$ cat config.mk
export PLATFORM = sky130hd
export DESIGN_NAME = otter_lsu_split
export DESIGN_NICKNAME = d
export VERILOG_FILES = /design/src/rtl/otter_lsu_split.sv
export SDC_FILE = /design/constraint.sdc
export NUM_CORES = 1
export LEC_CHECK = 0
export CORE_ASPECT_RATIO = 0.6
export CORE_MARGIN = 8
export CORE_UTILIZATION = 53
export CTS_CLUSTER_DIAMETER = 30
export CTS_CLUSTER_SIZE = 14
export DETAILED_ROUTE_END_ITERATION = 8
export PLACE_DENSITY = 0.95
export SYNTH_ARGS = -nofsm -noshare
export SYNTH_HDL_FRONTEND = slang
export SYNTH_SLANG_ARGS = --single-unit
$ cat constraint.sdc
create_clock -name CLK -period 9.5 [get_ports CLK]
set_clock_uncertainty 0.1 [all_clocks]
set_input_delay 1.425 -clock CLK [delete_from_list [all_inputs] [get_ports CLK]]
set_output_delay 1.425 -clock CLK [all_outputs]
set_load 0.005 [all_outputs]
$ cat src/rtl/otter_lsu_split.sv
// Splits word-crossing loads (two aligned reads, merged) and stores (byte writes) for OTTER data port 2.
// Pass-through: 0 extra cycles. Split load: 3 cycles. Split store: n cycles. STALL holds the MEM stage during a split.
module otter_lsu_split #(
   parameter logic [31:0] IO_BASE = 32'h11000000
) (
   input  logic        CLK,
   input  logic        RST_N,
   input  logic        REQ_VALID,
   input  logic        REQ_WE,
   input  logic [31:0] REQ_ADDR,
   input  logic [31:0] REQ_WDATA,
   input  logic [1:0]  REQ_SIZE,
   input  logic        REQ_SIGN,
   output logic        STALL,
   output logic        RSP_VALID,
   output logic [31:0] RSP_DATA,
   output logic [31:0] MEM_ADDR2,
   output logic [31:0] MEM_DIN2,
   output logic        MEM_READ2,
   output logic        MEM_WRITE2,
   output logic [1:0]  MEM_SIZE,
   output logic        MEM_SIGN,
   input  logic [31:0] MEM_DOUT2
);

   typedef enum logic [1:0] {IDLE, LD_HI, LD_FIN, ST_BYTE} state_t;

   state_t      state_q, state_d;
   logic [1:0]  cnt_q, cnt_d;
   logic        pend_q, pend_d;
   logic [31:0] addr_q, addr_d;
   logic [31:0] wdata_q, wdata_d;
   logic        word_q, word_d;
   logic        sign_q, sign_d;
   logic [31:0] lo_q, lo_d;

   logic        req_live;
   logic        crossing;
   logic [63:0] window;
   logic [31:0] win_sh;
   logic [7:0]  st_byte;
   logic [1:0]  last_cnt;

   always_ff @(posedge CLK or negedge RST_N) begin
      if (!RST_N) begin
         state_q <= IDLE;
         cnt_q   <= 2'd0;
         pend_q  <= 1'b0;
         addr_q  <= 32'd0;
         wdata_q <= 32'd0;
         word_q  <= 1'b0;
         sign_q  <= 1'b0;
         lo_q    <= 32'd0;
      end else begin
         state_q <= state_d;
         cnt_q   <= cnt_d;
         pend_q  <= pend_d;
         addr_q  <= addr_d;
         wdata_q <= wdata_d;
         word_q  <= word_d;
         sign_q  <= sign_d;
         lo_q    <= lo_d;
      end
   end

   always_comb begin
      state_d    = state_q;
      cnt_d      = cnt_q;
      pend_d     = 1'b0;
      addr_d     = addr_q;
      wdata_d    = wdata_q;
      word_d     = word_q;
      sign_d     = sign_q;
      lo_d       = lo_q;
      STALL      = 1'b0;
      MEM_ADDR2  = 32'd0;
      MEM_DIN2   = 32'd0;
      MEM_READ2  = 1'b0;
      MEM_WRITE2 = 1'b0;
      MEM_SIZE   = 2'd0;
      MEM_SIGN   = 1'b0;

      req_live = REQ_VALID && (REQ_SIZE != 2'd3);
      crossing = ((REQ_SIZE == 2'd1 && REQ_ADDR[1:0] == 2'd3) ||
                  (REQ_SIZE == 2'd2 && REQ_ADDR[1:0] != 2'd0)) && (REQ_ADDR < IO_BASE);

      // Byte lane written in ST_BYTE; lane 0 is issued directly from IDLE.
      case (cnt_q)
         2'd0:    st_byte = wdata_q[7:0];
         2'd1:    st_byte = wdata_q[15:8];
         2'd2:    st_byte = wdata_q[23:16];
         default: st_byte = wdata_q[31:24];
      endcase
      last_cnt = word_q ? 2'd3 : 2'd1;

      window = {MEM_DOUT2, lo_q};
      win_sh = 32'(window >> {addr_q[1:0], 3'b000});

      case (state_q)
         IDLE: begin
            if (req_live && !crossing) begin
               MEM_ADDR2  = REQ_ADDR;
               MEM_DIN2   = REQ_WDATA;
               MEM_SIZE   = REQ_SIZE;
               MEM_SIGN   = REQ_SIGN;
               MEM_READ2  = !REQ_WE;
               MEM_WRITE2 = REQ_WE;
               pend_d     = !REQ_WE;
            end else if (req_live) begin
               addr_d  = REQ_ADDR;
               wdata_d = REQ_WDATA;
               word_d  = (REQ_SIZE == 2'd2);
               sign_d  = REQ_SIGN;
               STALL   = 1'b1;
               if (REQ_WE) begin
                  MEM_ADDR2  = REQ_ADDR;
                  MEM_DIN2   = {24'd0, REQ_WDATA[7:0]};
                  MEM_WRITE2 = 1'b1;
                  cnt_d      = 2'd1;
                  state_d    = ST_BYTE;
               end else begin
                  MEM_ADDR2 = {REQ_ADDR[31:2], 2'b00};
                  MEM_SIZE  = 2'd2;
                  MEM_READ2 = 1'b1;
                  state_d   = LD_HI;
               end
            end
         end
         LD_HI: begin
            MEM_ADDR2 = {addr_q[31:2] + 30'd1, 2'b00};
            MEM_SIZE  = 2'd2;
            MEM_READ2 = 1'b1;
            lo_d      = MEM_DOUT2;
            STALL     = 1'b1;
            state_d   = LD_FIN;
         end
         LD_FIN: begin
            state_d = IDLE;
         end
         ST_BYTE: begin
            MEM_ADDR2  = addr_q + {30'd0, cnt_q};
            MEM_DIN2   = {24'd0, st_byte};
            MEM_WRITE2 = 1'b1;
            STALL      = (cnt_q != last_cnt);
            if (cnt_q == last_cnt) begin
               cnt_d   = 2'd0;
               state_d = IDLE;
            end else begin
               cnt_d = cnt_q + 2'd1;
            end
         end
         default: state_d = IDLE;
      endcase
   end

   always_comb begin
      RSP_VALID = pend_q || (state_q == LD_FIN);
      RSP_DATA  = 32'd0;
      if (state_q == LD_FIN) begin
         if (word_q)
            RSP_DATA = win_sh;
         else if (sign_q)
            RSP_DATA = {16'd0, win_sh[15:0]};
         else
            RSP_DATA = {{16{win_sh[15]}}, win_sh[15:0]};
      end else if (pend_q) begin
         RSP_DATA = MEM_DOUT2;
      end
   end

endmodule

==> summary.md, run 1 <==
### Outcome
* **status** complete, no violations

### Route
* **Post-route DRC** 0
* **total number of vias** 7580
* **vias per cell** 6.47
* **number of nets with antenna violations after routing** 0
* **first-iteration detailed-routing DRC count** 892
* **number of detailed-routing iterations run before antenna repair** 7
* **mean routed wirelength per cell** 21.6 um
* **Post-Route WL** 25300 um

### Clocking
* **post-CTS sizing** 0
* **Max Root-Sink Buffers** 2
* **clock net sink count** 103
* **setup bufs post-CTS** 0
* **count of hold-fix buffers inserted at cts** 0
* **Max H-tree Level** 3
* **clk_lat worst skew** 0.35 ns
* **clock-pin transition on the worst setup and hold timing paths** 0.08 ns
* **TritonCTS Buffers** 9
* **library cell used as clock root buffer** clkbuf_16
* **clock tree from TritonCTS** done

### Worst hold path
* **class of the most critical hold timing path** flip-flop to flip-flop

### STA
* **slew at the pin closest to its max-slew limit** 1.19 ns
* **Hold Slack** 0.390 ns
* **accumulated negative setup slack** 0 ns
* **final count of pins violating max slew** 0
* **final worst path period share** 63.5%
* **hold violation count in the final report** 0
* **peak clock frequency supported by timing** 166 MHz
* **post-layout min period** 6.03 ns
* **worst slew margin relative to its limit** 20.7%
* **RSZ-0062 raised after global routing** no
* **final count of negative-setup-slack endpoints** 0

### Final layout
* **register cell area after layout** 2580 um2
* **commonest non-fill, non-tap cells in the layout** 204 x clkdlybuf4s50_1, 153 x nand2_1, 102 x dfrtp_1, 51 x o21ai_0, 48 x mux2_2
* **share of cells above drive strength 1** 11.9%
* **net total in the final layout** 1091
* **synthesis-to-finish area growth** 31.3%
* **antenna diode count** 0
* **area occupied by multi-input gates** 4510 um2
* **most common cell after layout, fill and taps aside** clkdlybuf4s50_1
* **filler instances** 991
* **post-route cell area** 9840 um2

### Global routing
* **antenna violations before repair** 0
* **total track usage** 27.1%
* **global-route wire length before repair** 40100 um
* **overflow left after global routing** 0
* **via count of the first global-routing pass** 7304
* **pin count of the biggest net entering global routing** 60

### Synth
* **post-synth top area cell** dfrtp_1
* **sequential element share of the synthesized area** 34.4%
* **Post-synth top flop** dfrtp_1
* **mean post-synth cell area** 9.06 um2
* **net count after synthesis** 943
* **FF+latch count, synth** 103
* **Async SR Flop Fraction** 100%
* **Post-synth EDFFs** 0
* **post-synthesis cell count** 827
* **Synth cell types** 67
* **area share of the leading cell type in the synthesized netlist** 34.4%
* **synth warn** 0
* **ranking of synthesized cells by area** dfrtp_1 34%, mux4_2 9.0%, nand2_1 7.7%
* **Post-Syn Area** 7490 um2

### Flow run
* **number of maximum-capacitance violations** 0

### Die
* **Initial Utilization** 54.5%
* **Boundary Pins** 206
* **vertical extent of the die** 108 um
* **FP Rows** 33
* **area of the core region** 13700 um2
* **area of the die** 18300 um2
* **overall die width** 170 um

### Pwr
* **leakage power of the design** 3.92 nW
* **worst IR drop on VDD** 0.124 mV
* **power density over cell area** 193 nW/um2

### Worst setup path
* **startpoint class of the critical path** primary input
* **critical path class** primary input to output pin
* **Worst Setup End Kind** output pin
* **critical path peak fanout** 10
* **WP data required** 7.98 ns
* **data arrival time of the worst path** 4.51 ns

### Placement
* **placement-stage cell area** 9520 um2
* **routability-driven placement congestion ratio** 0.946
* **number of buffers inserted by port buffering** 205
* **DP Wirelength** 17900 um

==> per-layer routing <==
metal  up-vias  routed length [um]  track usage (%)
li1       3379                   -                -
met1      3625               10400             36.7
met2       530               11100             41.3
met3        46                3370             10.4
met4         0                 364             5.03
met5         -                   0                0
==> cells by family after synthesis <==
kind of cell | Yosys count | synth area share [%]
mux | 98 | 19.2
flops | 103 | 34.4
fa+ha+maj | 13 | 2.27
buf+inv | 96 | 5.49
compound gates | 213 | 19.3
xor+xnor | 3 | 0.351
simple gates | 301 | 19.1
==> cell type report <==
type / count / share of cell area, %
multi-input combinational: 628 / 45.9
clock inverter: 7 / 0.878
clock buffer: 9 / 2.29
sequential: 103 / 26.2
inverter: 18 / 0.687
tap: 192 / 2.44
timing repair buffer: 215 / 21.6
==> flip-flops by register name, summed over array words and instances, names as in the netlist <==
register,count
addr_q,32
lo_q,32
sign_q,1
wdata_q,32
state_q,2
word_q,1
cnt_q,2
pend_q,1
==> cell usage after synthesis, types with 6 or more instances <==
cell / n
inv_1: 17
a211oi_1: 6
nor4_1: 15
mux2_2: 48
o31a_1: 11
a22o_1: 14
nor3_1: 11
nor2_1: 31
a222oi_1: 10
a22oi_1: 9
nand4_1: 15
a31oi_1: 26
dfrtp_1: 103
and3_1: 8
nand2_1: 153
a21oi_1: 46
ha_1: 12
o21ai_0: 51
mux2_1: 15
and2_1: 28
clkbuf_1: 53
buf_1: 11
buf_2: 8
nand3_1: 17
mux4_2: 30
==> path summary, 6_finish.rpt <==
path	slack [ns]	endpoint	start	cells past startpoint
max	3.47	MEM_DIN2[0]	REQ_ADDR[26]	7
min	0.39	wdata_q[30]	wdata_q[30]	2
max in group asynchronous	7.10	addr_q[0]	RST_N	2
max reg2reg	6.07	wdata_q[7]	state_q[1]	7
min in group asynchronous	0.96	addr_q[24]	RST_N	1
min reg2reg	0.39	wdata_q[30]	wdata_q[30]	2
==> critical path, cell delays in order <==
cell and delay, ns:
clkdlybuf4s50_1 0.44, or4_4 0.56, a2111oi_4 0.64, a31oi_1 0.53, a22oi_1 0.37, nor2_1 0.07
clkdlybuf4s50_1 0.46
==> through the flow <==
step	utilization (%)	cells	setup WS (ns)	power, mW
2_1_floorplan	-	827	4.95	1.10
3_3_place_gp	69.3	1156	3.62	1.48
3_5_place_dp	69.3	1156	3.52	1.50
4_1_cts	71.5	1172	3.51	1.89
5_1_grt	71.5	1172	3.34	1.99
6_report	71.5	1172	3.47	1.89
==> report_power, final <==
part / total [mW] / leakage [nW] / internal [mW] / switching [mW]
registers: 0.655 / 1.37 / 0.544 / 0.111
logic: 0.854 / 2.41 / 0.471 / 0.382
clock network: 0.385 / 0.150 / 0.189 / 0.197
total: 1.89 / 3.92 / 1.20 / 0.690
Power figures use the tool's default switching activity.
==> inputs of run 2 (changes only) <==
--- a/config.mk
+++ b/config.mk
@@ -7,7 +7,7 @@
 export LEC_CHECK = 0
 export CORE_ASPECT_RATIO = 0.6
 export CORE_MARGIN = 8
-export CORE_UTILIZATION = 53
+export CORE_UTILIZATION = 50
 export CTS_CLUSTER_DIAMETER = 30
 export CTS_CLUSTER_SIZE = 14
 export DETAILED_ROUTE_END_ITERATION = 8
==> constraint.sdc (replaced) <==
create_clock -name CLK -period 5.8 [get_ports CLK]
set_clock_uncertainty 0.1 [all_clocks]
set_input_delay 0.87 -clock CLK [delete_from_list [all_inputs] [get_ports CLK]]
set_output_delay 0.87 -clock CLK [all_outputs]
set_load 0.005 [all_outputs]
==> run 2 against run 1 <==
Worst setup slack lost 2.5 ns. Critical path depth is the same. Utilization shrank 3.8 points. Highest routed layer unchanged. Sequential share of layout area shrank 0.067 points. Sequential power grew 66%. Flip-flop and latch count is the same. First-iteration DRC count grew 6.4%. Combinational power grew 66%. Power grew 66%.
==> summary.md, run 2 (synthesized netlist as in run 1, its figures left out) <==
### Die
* **Boundary Pins** 206
* **area of the core region** 14500 um2
* **Initial Utilization** 51.5%
* **vertical extent of the die** 111 um
* **FP Rows** 34
* **area of the die** 19300 um2
* **overall die width** 174 um

### Final layout
* **register cell area after layout** 2580 um2
* **synthesis-to-finish area growth** 31.6%
* **antenna diode count** 0
* **post-route cell area** 9860 um2
* **commonest non-fill, non-tap cells in the layout** 204 x clkdlybuf4s50_1, 153 x nand2_1, 102 x dfrtp_1, 51 x o21ai_0, 48 x mux2_2
* **largest registers in the final layout** addr_q x32, lo_q x32, wdata_q x32
* **most common cell after layout, fill and taps aside** clkdlybuf4s50_1
* **filler instances** 1110
* **share of cells above drive strength 1** 12.1%
* **area occupied by multi-input gates** 4510 um2
* **net total in the final layout** 1093

### Global routing
* **via count of the first global-routing pass** 7587
* **overflow left after global routing** 0
* **global-route wire length before repair** 42200 um
* **antenna violations before repair** 0
* **pin count of the biggest net entering global routing** 76
* **total track usage** 26.8%

### Clocking
* **post-CTS sizing** 0
* **Max H-tree Level** 3
* **clock-pin transition on the worst setup and hold timing paths** 0.08 ns
* **count of hold-fix buffers inserted at cts** 0
* **library cell used as clock root buffer** clkbuf_16
* **TritonCTS Buffers** 9
* **Max Root-Sink Buffers** 2
* **clock tree from TritonCTS** done
* **clock net sink count** 103
* **clk_lat worst skew** 0.36 ns
* **setup bufs post-CTS** 0

### Placement
* **number of buffers inserted by port buffering** 205
* **routability-driven placement congestion ratio** 0.931
* **DP Wirelength** 19200 um
* **placement-stage cell area** 9550 um2

### STA
* **final worst path period share** 84.1%
* **slew at the pin closest to its max-slew limit** 1.16 ns
* **peak clock frequency supported by timing** 205 MHz
* **accumulated negative setup slack** 0 ns
* **hold violation count in the final report** 0
* **final count of negative-setup-slack endpoints** 0
* **Hold Slack** 0.395 ns
* **post-layout min period** 4.88 ns
* **final count of pins violating max slew** 0
* **RSZ-0062 raised after global routing** no
* **worst slew margin relative to its limit** 22.4%

### Route
* **total number of vias** 7839
* **mean routed wirelength per cell** 22.8 um
* **first-iteration detailed-routing DRC count** 949
* **number of detailed-routing iterations run before antenna repair** 6
* **vias per cell** 6.64
* **Post-route DRC** 0
* **Post-Route WL** 26900 um
* **number of nets with antenna violations after routing** 0

### Worst setup path
* **critical path class** primary input to output pin
* **critical path peak fanout** 10
* **Worst Setup End Kind** output pin
* **data arrival time of the worst path** 3.91 ns
* **WP data required** 4.83 ns
* **startpoint class of the critical path** primary input

### Flow run
* **number of maximum-capacitance violations** 0

### Worst hold path
* **class of the most critical hold timing path** flip-flop to flip-flop

### Pwr
* **worst IR drop on VDD** 0.222 mV
* **leakage power of the design** 3.94 nW
* **power density over cell area** 319 nW/um2

### Outcome
* **status** complete, no violations

==> run 2: cell count changes in the layout (fill, tap and decap cells not counted) <==
cell   previous run  this run
buf_4            11        13
inv_6             1         0
inv_8             1         2
==> run 2: per-stage QoR <==
stage / instances / total power [mW] / setup slack (ns) / utilization (%)
3_5_place_dp: 1164 / 2.49 / 0.972 / 65.6
6_report: 1180 / 3.15 / 0.922 / 67.8
4_1_cts: 1180 / 3.13 / 0.959 / 67.8
2_1_floorplan: 827 / 1.81 / 1.90 / -
3_3_place_gp: 1164 / 2.42 / 1.06 / 65.6
5_1_grt: 1180 / 3.30 / 0.814 / 67.8
==> run 2: cell type report <==
cell class                 instances  area share, %
sequential                       103           26.2
timing repair buffer             217           21.7
multi-input combinational        628           45.8
inverter                          18          0.685
clock inverter                     7          0.901
tap                              198           2.51
clock buffer                       9           2.28
==> run 2: power by group <==
group	total (mW)	switching [mW]	internal [mW]
Combinational	1.42	0.644	0.776
Sequential	1.09	0.195	0.891
Clock	0.640	0.329	0.311
Total	3.15	1.17	1.98
==> run 2: worst paths after layout <==
| kind | startpoint | end | slack (ns) | cells past startpoint |
|---|---|---|---|---|
| max | REQ_ADDR[26] | MEM_DIN2[3] | 0.92 | 7 |
| min | wdata_q[20] | wdata_q[20] | 0.39 | 1 |
| max reg2reg | state_q[1] | addr_q[6] | 2.44 | 8 |
| min reg2reg | wdata_q[20] | wdata_q[20] | 0.39 | 1 |
| max in group asynchronous | RST_N | lo_q[8] | 4.01 | 2 |
| min in group asynchronous | RST_N | addr_q[19] | 0.56 | 1 |
==> run 2: critical path: stages <==
cell,delay (ns)
clkdlybuf4s50_1,0.46
or4_4,0.57
a2111oi_4,0.64
a31oi_1,0.50
a22oi_1,0.32
nor2_1,0.06
clkdlybuf4s50_1,0.47
==> run 2: layer usage <==
metal / global-route usage [%] / vias up / wire [um]
li1: - / 3379 / -
met1: 35.9 / 3834 / 11000
met2: 40.8 / 565 / 11900
met3: 8.61 / 61 / 3270
met4: 7.94 / 0 / 633
met5: 0 / - / 0
==> inputs of run 3 (changes only) <==
==> constraint.sdc (replaced) <==
create_clock -name CLK -period 5.05 [get_ports CLK]
set_clock_uncertainty 0.1 [all_clocks]
set_input_delay 0.7575 -clock CLK [delete_from_list [all_inputs] [get_ports CLK]]
set_output_delay 0.7575 -clock CLK [all_outputs]
set_load 0.005 [all_outputs]
==> run 3 against run 2 <==
Sequential share of layout area is 0.089 points lower. Critical path depth stayed put. Worst setup slack worse by 0.53 ns. Cell count is 0.17% higher. Clock-buffer cell count stayed put. Routed wire length is 1.3% lower. Global-route usage is 0.17 points higher. Combinational power is 14% higher. Flip-flop and latch count stayed put. Clock power is 16% higher. Critical path type unchanged. Critical endpoint is now MEM_DIN2[0].
==> summary.md, run 3 (synthesized netlist as in run 1, its figures left out) <==
### Route
* **first-iteration detailed-routing DRC count** 923
* **mean routed wirelength per cell** 22.4 um
* **Post-Route WL** 26500 um
* **total number of vias** 7665
* **number of nets with antenna violations after routing** 0
* **number of detailed-routing iterations run before antenna repair** 6
* **Post-route DRC** 0
* **vias per cell** 6.48

### Global routing
* **total track usage** 27.0%
* **global-route wire length before repair** 42600 um
* **M2 GR Usage** 41.8%
* **met1 capacity usage during global routing** 34.9%
* **global route hottest layer** met2
* **antenna violations before repair** 0
* **overflow left after global routing** 0
* **via count of the first global-routing pass** 7683
* **met3 Use GR** 10.1%
* **pin count of the biggest net entering global routing** 68

### Pwr
* **worst IR drop on VDD** 0.229 mV
* **power density over cell area** 364 nW/um2
* **leakage power of the design** 3.95 nW

### Final layout
* **share of cells above drive strength 1** 12.3%
* **net total in the final layout** 1095
* **synthesis-to-finish area growth** 32.0%
* **fin util** 68.0%
* **most common cell after layout, fill and taps aside** clkdlybuf4s50_1
* **filler instances** 1115
* **largest registers in the final layout** addr_q x32, lo_q x32, wdata_q x32
* **commonest non-fill, non-tap cells in the layout** 204 x clkdlybuf4s50_1, 153 x nand2_1, 102 x dfrtp_1, 51 x o21ai_0, 48 x mux2_2
* **post-route cell area** 9890 um2
* **antenna diode count** 0

### Worst setup path
* **most used cell, CP** clkdlybuf4s50_1
* **sequence of cells on the critical path** clkdlybuf4s50_1, or4_4, a2111oi_4, a31oi_1, a22oi_1, nor2_1, clkdlybuf4s50_1
* **Worst Setup End Kind** output pin
* **data arrival time of the worst path** 3.80 ns
* **WP data required** 4.19 ns
* **worst-path cell with the longest stage delay** a2111oi_4
* **startpoint class of the critical path** primary input
* **Slowest Stage Delay on Critical Path** 0.64 ns
* **critical path peak fanout** 10
* **startpoint of the worst register-to-register path** state_q[1]
* **register-to-register setup slack** 2.09 ns
* **critical path class** primary input to output pin
* **number of cells traversed by the worst register-to-register path** 8
* **capture instance of the worst register-to-register path** addr_q[6]

### Worst hold path
* **launch point of the worst hold path** wdata_q[16]
* **number of cells on the worst hold path** 1
* **worst hold endpoint** wdata_q[16]
* **class of the most critical hold timing path** flip-flop to flip-flop

### Die
* **FP Rows** 34
* **area of the core region** 14500 um2
* **Initial Utilization** 51.5%
* **Boundary Pins** 206
* **area of the die** 19300 um2
* **overall die width** 174 um
* **vertical extent of the die** 111 um

### Clocking
* **clock-pin transition on the worst setup and hold timing paths** 0.08 ns
* **post-CTS sizing** 0
* **TritonCTS Buffers** 9
* **Max H-tree Level** 3
* **clk_lat worst skew** 0.36 ns
* **clock net sink count** 103
* **library cell used as clock root buffer** clkbuf_16
* **setup bufs post-CTS** 0
* **Max Root-Sink Buffers** 2
* **clock tree from TritonCTS** done
* **count of hold-fix buffers inserted at cts** 0

### Placement
* **DP Wirelength** 19100 um
* **placement-stage cell area** 9570 um2
* **routability-driven placement congestion ratio** 0.937
* **number of buffers inserted by port buffering** 205

### Flow run
* **number of maximum-capacitance violations** 0

### STA
* **peak clock frequency supported by timing** 215 MHz
* **post-layout min period** 4.65 ns
* **RSZ-0062 raised after global routing** no
* **accumulated negative setup slack** 0 ns
* **final count of negative-setup-slack endpoints** 0
* **final worst path period share** 92.2%
* **final count of pins violating max slew** 0
* **worst slew margin relative to its limit** 21.4%
* **slew at the pin closest to its max-slew limit** 1.18 ns
* **hold violation count in the final report** 0
* **Hold Slack** 0.397 ns

### Outcome
* **status** complete, no violations

## run 3: changes by cell type in the layout (fill, tap and decap cells not counted), sizes merged
cell	previous run	this run
inv	19	20
clkinv	6	4
clkinvlp	0	1
buf	13	15
## run 3: through the flow
step / instances / power, mW / setup slack, ns
finish: 1182 / 3.61 / 0.396
CTS: 1182 / 3.60 / 0.410
detailed placement: 1166 / 2.85 / 0.419
global route: 1182 / 3.80 / 0.257
global placement: 1166 / 2.79 / 0.521
floorplan: 827 / 2.08 / 1.26
## run 3: critical path: cells and delay by family
family                 cells  cell delay [ns]
AO/OA/AOI/OAI              3             1.43
buffers and inverters      2             0.94
AND/OR/NAND/NOR            2             0.64
## run 3: worst max path at each step
stage / slack, ns / startpoint / to
floorplan: 1.26 / addr_q[1] / MEM_ADDR2[8]
global placement: 0.52 / REQ_ADDR[26] / MEM_DIN2[2]
detailed placement: 0.42 / REQ_ADDR[26] / MEM_DIN2[0]
CTS: 0.41 / REQ_ADDR[26] / MEM_DIN2[6]
global route: 0.26 / REQ_ADDR[26] / MEM_DIN2[2]
finish: 0.40 / REQ_ADDR[26] / MEM_DIN2[0]
## run 3: final cells by class
type	instances	area, um2	area share, %
tap	198	248	2.50
sequential	103	2580	26.1
inverter	18	67.6	0.683
clock inverter	7	95.1	0.961
clock buffer	9	225	2.28
timing repair buffer	219	2170	21.9
multi-input combinational	628	4510	45.6
## run 3: report_power, final
part | leakage (nW) | internal, mW | switching [mW]
Combinational | 2.43 | 0.892 | 0.733
Clock | 0.151 | 0.362 | 0.378
Sequential | 1.37 | 1.02 | 0.219
## run 3: per-layer routing
layer	vias up	wire [um]
li1	3383	-
met1	3706	10600
met2	525	12100
met3	51	3300
met4	0	502
met5	-	0
